## src/rtl/sram_io_host_pkg.sv

```systemverilog
// Shared constants and state encodings for the serial SRAM I/O host.
// CTRL codes are the responder's mode encoding on the CTRL pins.
package sram_io_host_pkg;

  localparam int DATA_W    = 8;
  localparam int ADDR_W    = 9;
  localparam int N_STROBES = ADDR_W + DATA_W + 1;

  localparam logic [1:0] CTRL_SHIFT = 2'b00;
  localparam logic [1:0] CTRL_READ  = 2'b01;
  localparam logic [1:0] CTRL_WRITE = 2'b11;

  typedef enum logic [1:0] {
    PH_IDLE,
    PH_SETUP,
    PH_LOW,
    PH_RELEASE
  } strobe_ph_e;

  typedef enum logic [1:0] {
    HS_IDLE,
    HS_RUN,
    HS_DONE
  } host_st_e;

endpackage

```

## src/rtl/sram_io_bit_strobe.sv

```systemverilog
// One SETUP/LOW/RELEASE strobe handshake towards the SRAM I/O controller.
// Optional RDY abort counter enabled by SRAM_IO_HOST_TIMEOUT_EN.
module sram_io_bit_strobe
  import sram_io_host_pkg::*;
#(
  parameter int LOW_MIN     = 3,
  parameter int RDY_TIMEOUT = 64
) (
  input  logic       clk_i,
  input  logic       rst_i,
  input  logic       start_i,
  input  logic       si_i,
  input  logic [1:0] ctrl_i,
  input  logic       rdy_i,
  output logic       done_o,
  output logic       err_o,
  output logic       load_n_o,
  output logic       si_o,
  output logic [1:0] ctrl_o
);

  localparam int CNT_W = $clog2(RDY_TIMEOUT + 1);
  localparam logic [CNT_W-1:0] LOW_MIN_C = CNT_W'(LOW_MIN);

  strobe_ph_e       ph_q;
  logic [CNT_W-1:0] cnt_q;
  logic             load_n_q;
  logic             si_q;
  logic             err_q;
  logic [1:0]       ctrl_q;
  logic             timeout;

`ifdef SRAM_IO_HOST_TIMEOUT_EN
  localparam logic [CNT_W-1:0] TIMEOUT_C = CNT_W'(RDY_TIMEOUT);
  assign timeout = (cnt_q >= TIMEOUT_C);
`else
  assign timeout = 1'b0;
`endif

  // NOTE: state is updated with non-blocking assignments so every register samples pre-edge values.
  always_ff @(posedge clk_i) begin
    if (rst_i) begin
      ph_q     <= PH_IDLE;
      cnt_q    <= '0;
      load_n_q <= 1'b1;
      si_q     <= 1'b0;
      err_q    <= 1'b0;
      ctrl_q   <= CTRL_SHIFT;
    end else begin
      case (ph_q)
        PH_IDLE, PH_RELEASE: begin
          if (start_i) begin
            ph_q   <= PH_SETUP;
            si_q   <= si_i;
            ctrl_q <= ctrl_i;
            err_q  <= 1'b0;
          end else begin
            ph_q   <= PH_IDLE;
            si_q   <= 1'b0;
            ctrl_q <= CTRL_SHIFT;
          end
        end
        PH_SETUP: begin
          ph_q     <= PH_LOW;
          load_n_q <= 1'b0;
          cnt_q    <= CNT_W'(1);
        end
        PH_LOW: begin
          if (cnt_q >= LOW_MIN_C && rdy_i) begin
            ph_q     <= PH_RELEASE;
            load_n_q <= 1'b1;
          end else if (timeout) begin
            // Abort parks the bus in SHIFT mode so the responder sees nothing further.
            ph_q     <= PH_RELEASE;
            load_n_q <= 1'b1;
            si_q     <= 1'b0;
            ctrl_q   <= CTRL_SHIFT;
            err_q    <= 1'b1;
          end else if (cnt_q != '1) begin
            cnt_q <= cnt_q + 1'b1;
          end
        end
        default: ph_q <= PH_IDLE;
      endcase
    end
  end

  assign done_o   = (ph_q == PH_RELEASE);
  assign err_o    = err_q;
  assign load_n_o = load_n_q;
  assign si_o     = si_q;
  assign ctrl_o   = ctrl_q;

endmodule

```

## src/rtl/sram_io_host.sv

```systemverilog
// Serial SRAM I/O host: turns one parallel read/write into 18 controller strobes.
// Build with SRAM_IO_HOST_TIMEOUT_EN to abort strobes whose RDY never arrives.
module sram_io_host
  import sram_io_host_pkg::*;
#(
  parameter int MEMORY_DATA_WIDTH = DATA_W,
  parameter int MEMORY_ADDR_WIDTH = ADDR_W,
  parameter int LOW_MIN           = 3,
  parameter int RDY_TIMEOUT       = 64
) (
  input  logic                         clk_i,
  input  logic                         rst_i,
  input  logic                         req_valid_i,
  output logic                         req_ready_o,
  input  logic                         req_we_i,
  input  logic [MEMORY_ADDR_WIDTH-1:0] req_addr_i,
  input  logic [MEMORY_DATA_WIDTH-1:0] req_wdata_i,
  output logic                         rsp_valid_o,
  output logic [MEMORY_DATA_WIDTH-1:0] rsp_rdata_o,
  output logic                         rsp_err_o,
  output logic                         bgn_o,
  output logic                         si_o,
  output logic                         load_n_o,
  output logic [1:0]                   ctrl_o,
  input  logic                         rdy_i,
  input  logic                         so_i
);

  localparam int TX_W  = MEMORY_ADDR_WIDTH + MEMORY_DATA_WIDTH;
  localparam int N_STR = TX_W + 1;
  localparam int IDX_W = $clog2(N_STR + 1);
  localparam logic [IDX_W-1:0] LAST_IDX  = IDX_W'(N_STR);
  localparam logic [IDX_W-1:0] WRITE_IDX = IDX_W'(TX_W);
  localparam logic [IDX_W-1:0] READ_IDX  = IDX_W'(MEMORY_ADDR_WIDTH);

  host_st_e                     st_q;
  logic                         ready_q, rsp_valid_q, rsp_err_q, bgn_q;
  logic [MEMORY_DATA_WIDTH-1:0] rdata_q;
  logic                         we_q, cap_q;
  logic [TX_W-1:0]              tx_q;
  logic [IDX_W-1:0]             idx_q;
  logic [MEMORY_DATA_WIDTH-1:0] rx_q;

  logic             accept, start, we_d, si_d;
  logic [TX_W-1:0]  tx_d;
  logic [IDX_W-1:0] idx_d;
  logic [1:0]       ctrl_d;
  logic             strb_done, strb_err;

  assign accept = (st_q == HS_IDLE) && ready_q && req_valid_i;

  // The first strobe is launched on the accept edge, so its bit comes straight from the request.
  // NOTE: every always_comb output gets a default first so no path leaves it unassigned (no latch).
  always_comb begin
    tx_d  = tx_q;
    idx_d = idx_q;
    we_d  = we_q;
    if (accept) begin
      we_d  = req_we_i;
      idx_d = '0;
      tx_d  = req_we_i ? {req_addr_i, req_wdata_i}
                       : {{MEMORY_DATA_WIDTH{1'b0}}, req_addr_i};
    end
    start = accept ||
            ((st_q == HS_RUN) && strb_done && !strb_err && (idx_q != LAST_IDX));
    si_d  = tx_d[0];
    if (we_d) ctrl_d = (idx_d == WRITE_IDX) ? CTRL_WRITE : CTRL_SHIFT;
    else      ctrl_d = (idx_d == READ_IDX)  ? CTRL_READ  : CTRL_SHIFT;
  end

  // NOTE: the request/shift datapath is not reset; it is always reloaded on accept before use.
  always_ff @(posedge clk_i) begin
    cap_q <= 1'b0;
    if (start) begin
      tx_q  <= tx_d >> 1;
      idx_q <= idx_d + 1'b1;
      we_q  <= we_d;
      cap_q <= !we_d && (idx_d > READ_IDX);
    end
    if (cap_q) rx_q <= {so_i, rx_q[MEMORY_DATA_WIDTH-1:1]};
  end

  always_ff @(posedge clk_i) begin
    if (rst_i) begin
      st_q        <= HS_IDLE;
      ready_q     <= 1'b0;
      rsp_valid_q <= 1'b0;
      rsp_err_q   <= 1'b0;
      rdata_q     <= '0;
      bgn_q       <= 1'b0;
    end else begin
      bgn_q       <= 1'b1;
      rsp_valid_q <= 1'b0;
      case (st_q)
        HS_IDLE: begin
          if (accept) begin
            st_q    <= HS_RUN;
            ready_q <= 1'b0;
          end else begin
            ready_q <= 1'b1;
          end
        end
        HS_RUN: begin
          if (strb_done && (strb_err || idx_q == LAST_IDX)) begin
            st_q        <= HS_DONE;
            rsp_valid_q <= 1'b1;
            rsp_err_q   <= strb_err;
            rdata_q     <= (we_q || strb_err) ? '0 : rx_q;
          end
        end
        HS_DONE: begin
          st_q    <= HS_IDLE;
          ready_q <= 1'b1;
        end
        default: st_q <= HS_IDLE;
      endcase
    end
  end

  sram_io_bit_strobe #(
    .LOW_MIN     (LOW_MIN),
    .RDY_TIMEOUT (RDY_TIMEOUT)
  ) u_strobe (
    .clk_i    (clk_i),
    .rst_i    (rst_i),
    .start_i  (start),
    .si_i     (si_d),
    .ctrl_i   (ctrl_d),
    .rdy_i    (rdy_i),
    .done_o   (strb_done),
    .err_o    (strb_err),
    .load_n_o (load_n_o),
    .si_o     (si_o),
    .ctrl_o   (ctrl_o)
  );

  assign req_ready_o = ready_q;
  assign rsp_valid_o = rsp_valid_q;
  assign rsp_rdata_o = rdata_q;
  assign rsp_err_o   = rsp_err_q;
  assign bgn_o       = bgn_q;

endmodule

```

## config.mk

```make
export PLATFORM = sky130hd
export DESIGN_NAME = sram_io_host
export DESIGN_NICKNAME = d
export VERILOG_FILES = /design/src/rtl/sram_io_host_pkg.sv /design/src/rtl/sram_io_bit_strobe.sv /design/src/rtl/sram_io_host.sv
export SDC_FILE = /design/constraint.sdc
export NUM_CORES = 1
export LEC_CHECK = 0
export CAP_MARGIN = 25
export CORE_UTILIZATION = 30
export CTS_CLUSTER_SIZE = 30
export DETAILED_ROUTE_END_ITERATION = 6
export SYNTH_ARGS = -nofsm -noshare
export SYNTH_HDL_FRONTEND = slang
export SYNTH_SLANG_ARGS = --single-unit
```

## constraint.sdc

```tcl
create_clock -name clk_i -period 2 [get_ports clk_i]
set_input_delay 0.2 -clock clk_i [delete_from_list [all_inputs] [get_ports clk_i]]
set_output_delay 0.2 -clock clk_i [all_outputs]
set_load 0.005 [all_outputs]
```

# ---- Yosys cells after proc, flatten, opt, wreduce, memory -nomap -nowiden
# Cells that the tools add are included.
dict set report op_classes {
  muxes 25
  n_eq_ne 15
  n_lt_le_gt_ge 2
  add_sub_neg 2
  bitwise_logic 1
  reduce_logical 20
}
# op n
set op_table {}
lappend op_table {{16-bit 2-to-1 mux} 2}
lappend op_table {{7-bit 2-to-1 mux} 2}
lappend op_table {{7-bit one-hot mux with 2 select lines} 1}
lappend op_table {{2-bit 2-to-1 mux} 6}
lappend op_table {{5-bit equality test (second input constant)} 2}
lappend op_table {{1-bit 2-to-1 mux} 8}
lappend op_table {{8-bit 2-to-1 mux} 1}
lappend op_table {{2-bit AND reduction} 4}
lappend op_table {{7-bit by 1-bit adder with 7-bit output (second input constant)} 1}
lappend op_table {{7-bit by 2-bit greater-or-equal comparator with 1-bit output (second input constant)} 1}
lappend op_table {{1-bit logical AND} 7}
lappend op_table {{7-bit != test (second input constant)} 1}
lappend op_table {{2-bit equality test (second input constant)} 3}
lappend op_table {{2-bit by 1-bit != test with 1-bit output (second input constant)} 3}
lappend op_table {{2-bit one-hot mux with 3 select lines} 1}
lappend op_table {{5-bit by 1-bit adder with 5-bit output (second input constant)} 1}
lappend op_table {{5-bit by 4-bit equality test with 1-bit output (second input constant)} 1}
lappend op_table {{5-bit by 4-bit > comparator with 1-bit output (second input constant)} 1}
lappend op_table {{5-bit 2-to-1 mux} 1}
lappend op_table {{5-bit != test (second input constant)} 1}
lappend op_table {{2-bit by 1-bit equality test with 1-bit output (second input constant)} 2}
lappend op_table {{2-bit zero test} 2}
lappend op_table {{2-bit != test (second input constant)} 2}
lappend op_table {{1-bit one-hot mux with 2 select lines} 2}
lappend op_table {{other kinds (7)} 9}
dict set report totals {
  inputBits 23
  word_cells 81
  output_inout_bits 16
  regBits 57
}

# ---- Logic depth before layout (Yosys ltp)
# Gate-level depths: netlist of the first run.
dict set report depth {
  ltp_word 8
  mapped_depth 8
  ltp_nobuf 7
}

# ---- Modules after synthesis
# From an unflattened synthesis of the first run, not the netlist that was laid out.
dict set report unflattened {
  cells_unflattened 231
  hier_area_um2 2571.2
}
# module instances cells_each seq_area_each_um2 area_per_inst_um2
set modules_own_cells {}
lappend modules_own_cells {sram_io_host 1 155 1201.2 1890.6}
lappend modules_own_cells {sram_io_bit_strobe 1 76 260.2 680.7}

# ---- Least setup slack after synthesis of the first run
# OpenSTA, ideal clock, no wires.
dict set report synth_timing {
  kind {register -> register}
  startpoint {reg st_q[0]}
  endpoint {reg idx_q[0] (enable)}
  t_arrival_ns 1.510
  setup_slack_ns 0.079
  stages_incl_launch_ff 5
  required_ns 1.589
  path_buffers 2
  setup_time_ns 0.411
  period_less_slack_ns 1.921
  cell_sequence {dfxtp_1 nand4bb_1 clkbuf_1 clkbuf_1 nand2_1}
}
dict set report synth_between {
  elab_chain_cells 4
  elab_cells_between_ends 7
  classes_between {1 x eq/ne; 6 x reduce/logical}
}
# element line
set synth_rtl {}
lappend synth_rtl {{start, declared} sram_io_host.sv:36} ;# host_st_e st_q;
lappend synth_rtl {{start signal, assigned} sram_io_host.sv:85} ;# st_q <= HS_IDLE;
lappend synth_rtl {{start signal, assigned} sram_io_host.sv:97} ;# st_q <= HS_RUN;
lappend synth_rtl {{start signal, assigned} sram_io_host.sv:105} ;# st_q <= HS_DONE;
lappend synth_rtl {{2-bit by 1-bit equality test with 1-bit output / 2-bit zero test (equally long branches)} {sram_io_host.sv:65, sram_io_host.sv:50}}
lappend synth_rtl {{1-bit logical AND (on tied branches) (2 in a row)} {sram_io_host.sv:65, sram_io_host.sv:50}}
lappend synth_rtl {{1-bit logical OR (*)} sram_io_host.sv:64} ;# start = accept ||
lappend synth_rtl {{via start} sram_io_host.sv:44} ;# logic accept, start, we_d, si_d;
lappend synth_rtl {{end signal, assigned} sram_io_host.sv:76} ;# idx_q <= idx_d + 1'b1;
lappend synth_rtl {{end, declared} sram_io_host.sv:41} ;# logic [IDX_W-1:0] idx_q;
# Mark *: on every way through the listed nets, which the timed path passes. The rest lies on a longest branch.
# A chain may end at the register's enable or synchronous reset.

# ---- Final worst setup path of the first run
dict set report layout_timing {
  startpoint {reg idx_q[4]}
  endpoint {reg rdata_q[6] (netlist: rsp_rdata_o[6])}
}
dict set report layout_between {
  elab_chain_cells 3
}
# element line
set layout_rtl {}
lappend layout_rtl {{5-bit equality test} sram_io_host.sv:104} ;# if (strb_done && (strb_err || idx_q == LAST_IDX)) begin
lappend layout_rtl {{1-bit logical AND} sram_io_host.sv:104}
lappend layout_rtl {{2-bit AND reduction (no line)} --}
lappend layout_rtl {{end signal, assigned} sram_io_host.sv:108} ;# rdata_q <= (we_q || strb_err) ? '0 : rx_q;
lappend layout_rtl {{end, declared} sram_io_host.sv:38} ;# logic [MEMORY_DATA_WIDTH-1:0] rdata_q;
# No other way between the ends.

==> metrics.yaml, run 1 <==
critPathMaxFanout: 8
antenna_cells: 0
r2r_slack_ns: 0.27
crit_slowest_cell: "a31oi_1"
netlist_area_sq_um: 2610
synth.area.top_cells: "edfxtp_1 (35%), dfxtp_1 (21%), nand2_1 (5.8%)"
p_clk_share_pct: 35.1
clkTransAtPathRegs_ns: 0.07
cts_tree: "done"
cts_sinks: 57
grt_pass1_vias: 1983
routed_wl_microns: 5450
wl_per_cell_microns: 13.5
layout.nets: 324
antenna_found_initial: 0
clock_latency_ns: 0.34
rsz0062_at_grt: "false"
startpoint_type: "flip-flop"
drive_gt1_share_pct: 11.0
cts_max_level: 3
synth.avg_cell_area_sq_um: 10.5
slew_headroom_pct: 47.7
area_delta_synth_final_pct: 27.8
clockBufferDepth: 2
crit_chain: "and4bb_2 > a31oi_1 > a22o_1"
synth_area_leader_cell: "edfxtp_1"
fin_crit_sh_pct: 86.5
internal_power_mw: 2.06
grt_usage_pct: 13.7
cp_data_required_time_ns: 2.28
async_flop_share_pct: 0
p_leak_nw: 1.24
start_util_pct: 31.4
synthCells: 249
finalSetupViolCount: 0
max_cap_viol_count: 0
pwr-share-comb_pct: 18.0
utilization_pct: 40.1
cp_num_buf_inv: 0
ys.flop_type: "edfxtp_1"
die_w_microns: 95.2
dp_hpwl_microns: 3860
gp_congestion: 0.810
finalHoldViolations: 0
io_buffer_count: 37
numCtsBuffers: 9
drv_slew: 0
seqPwrFrac_pct: 46.8
synth-warning-count: 0
fp.dieH_microns: 95.2
seq_area_frac_synth_pct: 55.3
peakVddDrop_mv: 0.293
ant_nets: 0
drc: 0
rows: 33
synth-edff-count: 30
cpPeakStageDelay_ns: 0.66
synth_top_area_share_pct: 34.5
synthDistinctLibCells: 50
p_sw_uw: 834
pin_count: 39
outcome: "complete, no violations"
fin_crit_ns: 1.73
core_area_sq_um: 8300
grt_max_degree: 30
vias_per_cell: 4.96
setup-tns-final_ns: 0
sw_frac_of_total_pct: 28.8
end_kind: "flip-flop"
final-seq-area_sq_um: 1440
power.density_nw_per_um2: 870
fmax_mhz: 578
path_class: "flip-flop to flip-flop"
tightest_slew_ns: 0.781
drtIter0Drc: 73
dr.pass1.iters: 6
hold_class: "primary input to flip-flop"
skew_ns: 0.00880
cp_top_family: "compound AO/OA/AOI/OAI gates"
postCtsHoldBufs: 0
n_fill_cell: 834
grt_pass1_wl_microns: 9320
post_cts_buffers: 0
synth_nets: 278
clockRootBuffer: "clkbuf_8"
grt-ovfl-total: 0
die_area_sq_um: 9070
cts_resized: 0
multi_input_area_sq_um: 1080
synth-seq-cells: 57
crit_arrival_ns: 2.01
vias: 2007
==> logic make-up (layout without fill, tap and decap cells) <==
logic type	after synthesis	count (layout)	synth area share (%)
buffers and inverters	23	74	3.46
DFF	57	57	55.3
xor gates and xnor gates	3	3	1.01
other	1	1	0.144
muxes	9	9	3.46
AOI/OAI and AO/OA	53	53	14.0
adders and majority gates	6	6	2.88
and+or+nand+nor	97	97	19.8
==> layout make-up <==
cell class | instances | area share (%)
well taps | 105 | 3.94
multi-input cells | 169 | 32.5
clock inverters | 6 | 1.24
inverters | 11 | 1.24
repair buffers | 47 | 13.4
clock buffers | 10 | 4.47
flip-flops and latches | 57 | 43.3
==> per-stage QoR <==
step	power [mW]	instances	area, sq um	hold WS [ns]	setup slack, ns
after floorplan	1.69	249	2610	0.299	0.0793
after global placement	1.90	389	3140	0.431	0.169
after detailed placement	1.91	389	3140	0.440	0.138
after CTS	2.94	405	3330	0.396	0.277
after global routing	3.06	405	3330	0.389	0.114
final	2.90	405	3330	0.414	0.269
==> sequential cells by signal, indices dropped and copies added, names as in the netlist, 2 cells and up <==
signal / flops
idx_q: 5
rsp_rdata_o: 8
tx_q: 16
u_strobe.ctrl_o: 2
u_strobe.cnt_q: 7
rx_q: 8
st_q: 2
u_strobe.ph_q: 2
==> worst paths after layout <==
path                                from        endpoint  depth (start not counted)
worst max-delay path            idx_q[4]  rsp_rdata_o[6]                          3
worst min-delay path                so_i         rx_q[7]                          1
worst max register to register  idx_q[4]  rsp_rdata_o[6]                          3
worst min register to register   rx_q[1]         rx_q[0]                          0
==> Yosys cell counts (all sizes together) (2+ instances only) <==
library cell	instances
nand2	40
edfxtp	30
dfxtp	27
nand3	17
o21ai	13
a21oi	11
clkbuf	11
inv	11
mux2i	9
a22o	8
ha	6
nor2	6
nor3	6
a31oi	5
nor2b	5
a211oi	4
a31o	2
and2	2
and3	2
and3b	2
nand3b	2
nand4	2
nand4b	2
nor4	2
xor2	2
==> power groups by stage <==
stage / clock, mW / sequential [mW] / combinational (mW)
2_1_floorplan: 0 / 1.37 / 0.319
3_3_place_gp: 0 / 1.38 / 0.521
3_5_place_dp: 0 / 1.38 / 0.526
4_1_cts: 1.05 / 1.36 / 0.527
5_1_grt: 1.10 / 1.37 / 0.589
6_report: 1.02 / 1.36 / 0.523
==> cell usage in the layout (no fill, tap or decap), types with 6 or more instances in the layout <==
cell,instances
dfxtp_1,27
clkbuf_8,9
nand2_1,40
nand3_1,17
mux2i_1,9
a21oi_1,11
nor3_1,6
ha_1,6
nor2_1,6
buf_4,10
clkdlybuf4s50_1,37
a22o_1,8
inv_1,11
o21ai_0,12
edfxtp_1,30
==> layer usage <==
| layer | vias up | share of wire (%) | GRT usage (%) |
|---|---|---|---|
| met3 | 11 | 4.6 | 5.18 |
| met5 | - | 0 | 0 |
| met4 | 0 | 2.0 | 5.93 |
| met1 | 937 | 50 | 17.5 |
| li1 | 1010 | - | - |
| met2 | 49 | 43 | 20.4 |
Note: power is estimated with default switching activity, not from simulation.
==> inputs of run 2 (changes only) <==
- ABC_CLOCK_PERIOD_IN_PS: not set -> 2000
==> results of run 2 <==
The final DEF is identical to that of run 1; final timing and power are the same.
==> inputs of run 3 (changes only) <==
- ABC_CLOCK_PERIOD_IN_PS: 2000 -> 1400
- CORE_ASPECT_RATIO: not set -> 0.6
- clock period: 2 -> 1.4 ns (I/O delays scaled with it)
==> run 3 against run 2 <==
  * The run now ends with negative setup slack left
  * Final area grew 27%
  * Maximum frequency grew 7.6%
  * Wire length grew 34%
  * Clock power grew 100%
  * Utilization grew 12 points
  * Clock skew shrank 0.0018 ns
  * First-iteration DRC count grew to 2.5 times the previous value
  * Final cell count grew 14%
  * Worst setup slack lost 0.48 ns
  * Sequential cell count is the same
  * Non-clock buffer count grew 50
  * Critical path type unchanged
==> metrics.yaml, run 3 (synthesized netlist as in run 1, its figures left out) <==
hold_end: "rx_q[7]"
p_sw_mw: 1.46
die_w_microns: 122
area_delta_synth_final_pct: 62.6
gp_congestion: 0.843
drive_gt1_share_pct: 36.3
cp_top_family: "simple AND/OR/NAND/NOR gates"
wl_per_cell_microns: 15.8
crit_chain: "or4_4 > o22a_4 > and4_1 > o31a_1"
seqPwrFrac_pct: 36.9
utilization_pct: 52.1
min_path_cells: 1
vias: 2286
grt_max_degree: 33
die_area_sq_um: 9080
postLayoutCellArea_sq_um: 4240
top_register: "tx_q"
cp_data_required_time_ns: 1.61
vias_per_cell: 4.96
final_common_cell: "buf_4"
n_fill_cell: 711
start_util_pct: 32.1
antenna_cells: 0
pin_count: 39
internal_power_mw: 3.82
cts_max_level: 3
fin_crit_sh_pct: 115
crit_arrival_ns: 1.82
cts_sinks: 57
clkTransAtPathRegs_ns: 0.05
mostFrequentLayoutCells: "buf_4 (46), nand2_1 (36), clkdlybuf4s50_1 (36), edfxtp_1 (30), dfxtp_1 (20)"
grt_pass1_vias: 2135
max_cap_viol_count: 0
setup_ws_ns: -0.209
pwr-share-comb_pct: 24.1
fp.dieH_microns: 74.2
postCtsHoldBufs: 0
drv_slew: 0
sw_frac_of_total_pct: 27.6
hold_class: "primary input to flip-flop"
skew_ns: 0.00697
grt_pass1_wl_microns: 11400
r2r_slack_ns: -0.21
cts_tree: "done"
cp_num_buf_inv: 0
pre_cts_slack_ns: -0.298
fmax_mhz: 621
startpoint_type: "flip-flop"
core_area_sq_um: 8130
largest_reg_flops: 16
io_buffer_count: 37
numCtsBuffers: 9
dp_hpwl_microns: 4980
crit_slowest_cell: "or4_4"
cpPeakStageDelay_ns: 0.57
peakVddDrop_mv: 0.727
grt_usage_pct: 17.2
ant_nets: 0
violations: "negative setup slack"
antenna_found_initial: 0
power.density_nw_per_um2: 1250
clock_latency_ns: 0.33
reg2regPathDepth: 4
p_leak_nw: 1.65
dr.pass1.iters: 5
clockBufferDepth: 2
setup-tns-final_ns: -3.88
p_clk_share_pct: 39.0
place_area_sq_um: 3570
grt-ovfl-total: 0
path_class: "flip-flop to flip-flop"
drc: 0
hp-start: "so_i"
worstReg2RegStart: "u_strobe.cnt_q[4]"
finalHoldViolations: 0
rsz0062_at_grt: "true"
outcome: "finished, violations left"
rows: 25
finalSetupViolCount: 43
path_depth: 4
routed_wl_microns: 7290
critPathMaxFanout: 5
drtIter0Drc: 185
clockRootBuffer: "clkbuf_16"
r2r-end: "u_strobe.cnt_q[1]"
hold_slack_ns: 0.362
layout.nets: 377
end_kind: "flip-flop"
fin_crit_ns: 1.61
[run 3: routing by layer]
layer  routed length (microns)  GRT usage, %  vias to the layer above  share of wire, %
met3                       565          8.82                        2               7.7
met5                         0             0                        -                 0
met2                      2950          22.7                       70                40
li1                          -             -                     1124                 -
met4                        31          2.03                        0              0.43
met1                      3750          25.2                     1090                51
[run 3: worst reg2reg max path, delay by kind of cell (launching register included)]
kind             cells  cell delay [ns]
AO/OA/AOI/OAI        2             0.47
flip-flops           1             0.31
AND/OR/NAND/NOR      2             0.72
[run 3: how the worst max path moves through the flow]
stage	from	endpoint	slack, ns
5_1_grt	u_strobe.cnt_q[4]	u_strobe.ph_q[1]	-0.27
3_5_place_dp	req_valid_i	idx_q[4]	-0.30
3_3_place_gp	req_valid_i	idx_q[4]	-0.27
6_report	u_strobe.cnt_q[4]	u_strobe.cnt_q[1]	-0.21
4_1_cts	u_strobe.cnt_q[5]	u_strobe.cnt_q[1]	-0.20
2_1_floorplan	u_strobe.cnt_q[4]	u_strobe.cnt_q[1]	-0.17
[run 3: timing repair]
action / in CTS / in global routing
cloned: 3 / 1
gates resized for setup: 33 / 31
endpoints found under the hold margin: 0 / 0
endpoints found under the setup margin: 48 / 58
pin swaps: 28 / 18
buffers inserted: 2 / 5
[run 3: layout make-up]
class	count	area (sq um)	area share (%)
clock inverters	6	41.3	0.974
clock buffers	10	250	5.90
inverters	11	41.3	0.974
repair buffers	97	866	20.4
flip-flops and latches	57	1460	34.3
multi-input cells	172	1450	34.2
well taps	108	135	3.19
[run 3: metrics by stage]
| stage | total power, mW | cells |
|---|---|---|
| finish | 5.28 | 461 |
| global route | 5.52 | 461 |
| CTS | 5.23 | 455 |
| global placement | 2.99 | 434 |
| detailed placement | 3.00 | 434 |
| floorplan | 2.49 | 249 |
[run 3: power by group through the flow]
stage / logic, mW / registers [mW] / clock network [mW]
2_1_floorplan: 0.522 / 1.97 / 0
3_3_place_gp: 1.03 / 1.96 / 0
3_5_place_dp: 1.03 / 1.96 / 0
4_1_cts: 1.17 / 1.94 / 2.11
5_1_grt: 1.36 / 1.96 / 2.20
6_report: 1.27 / 1.95 / 2.06
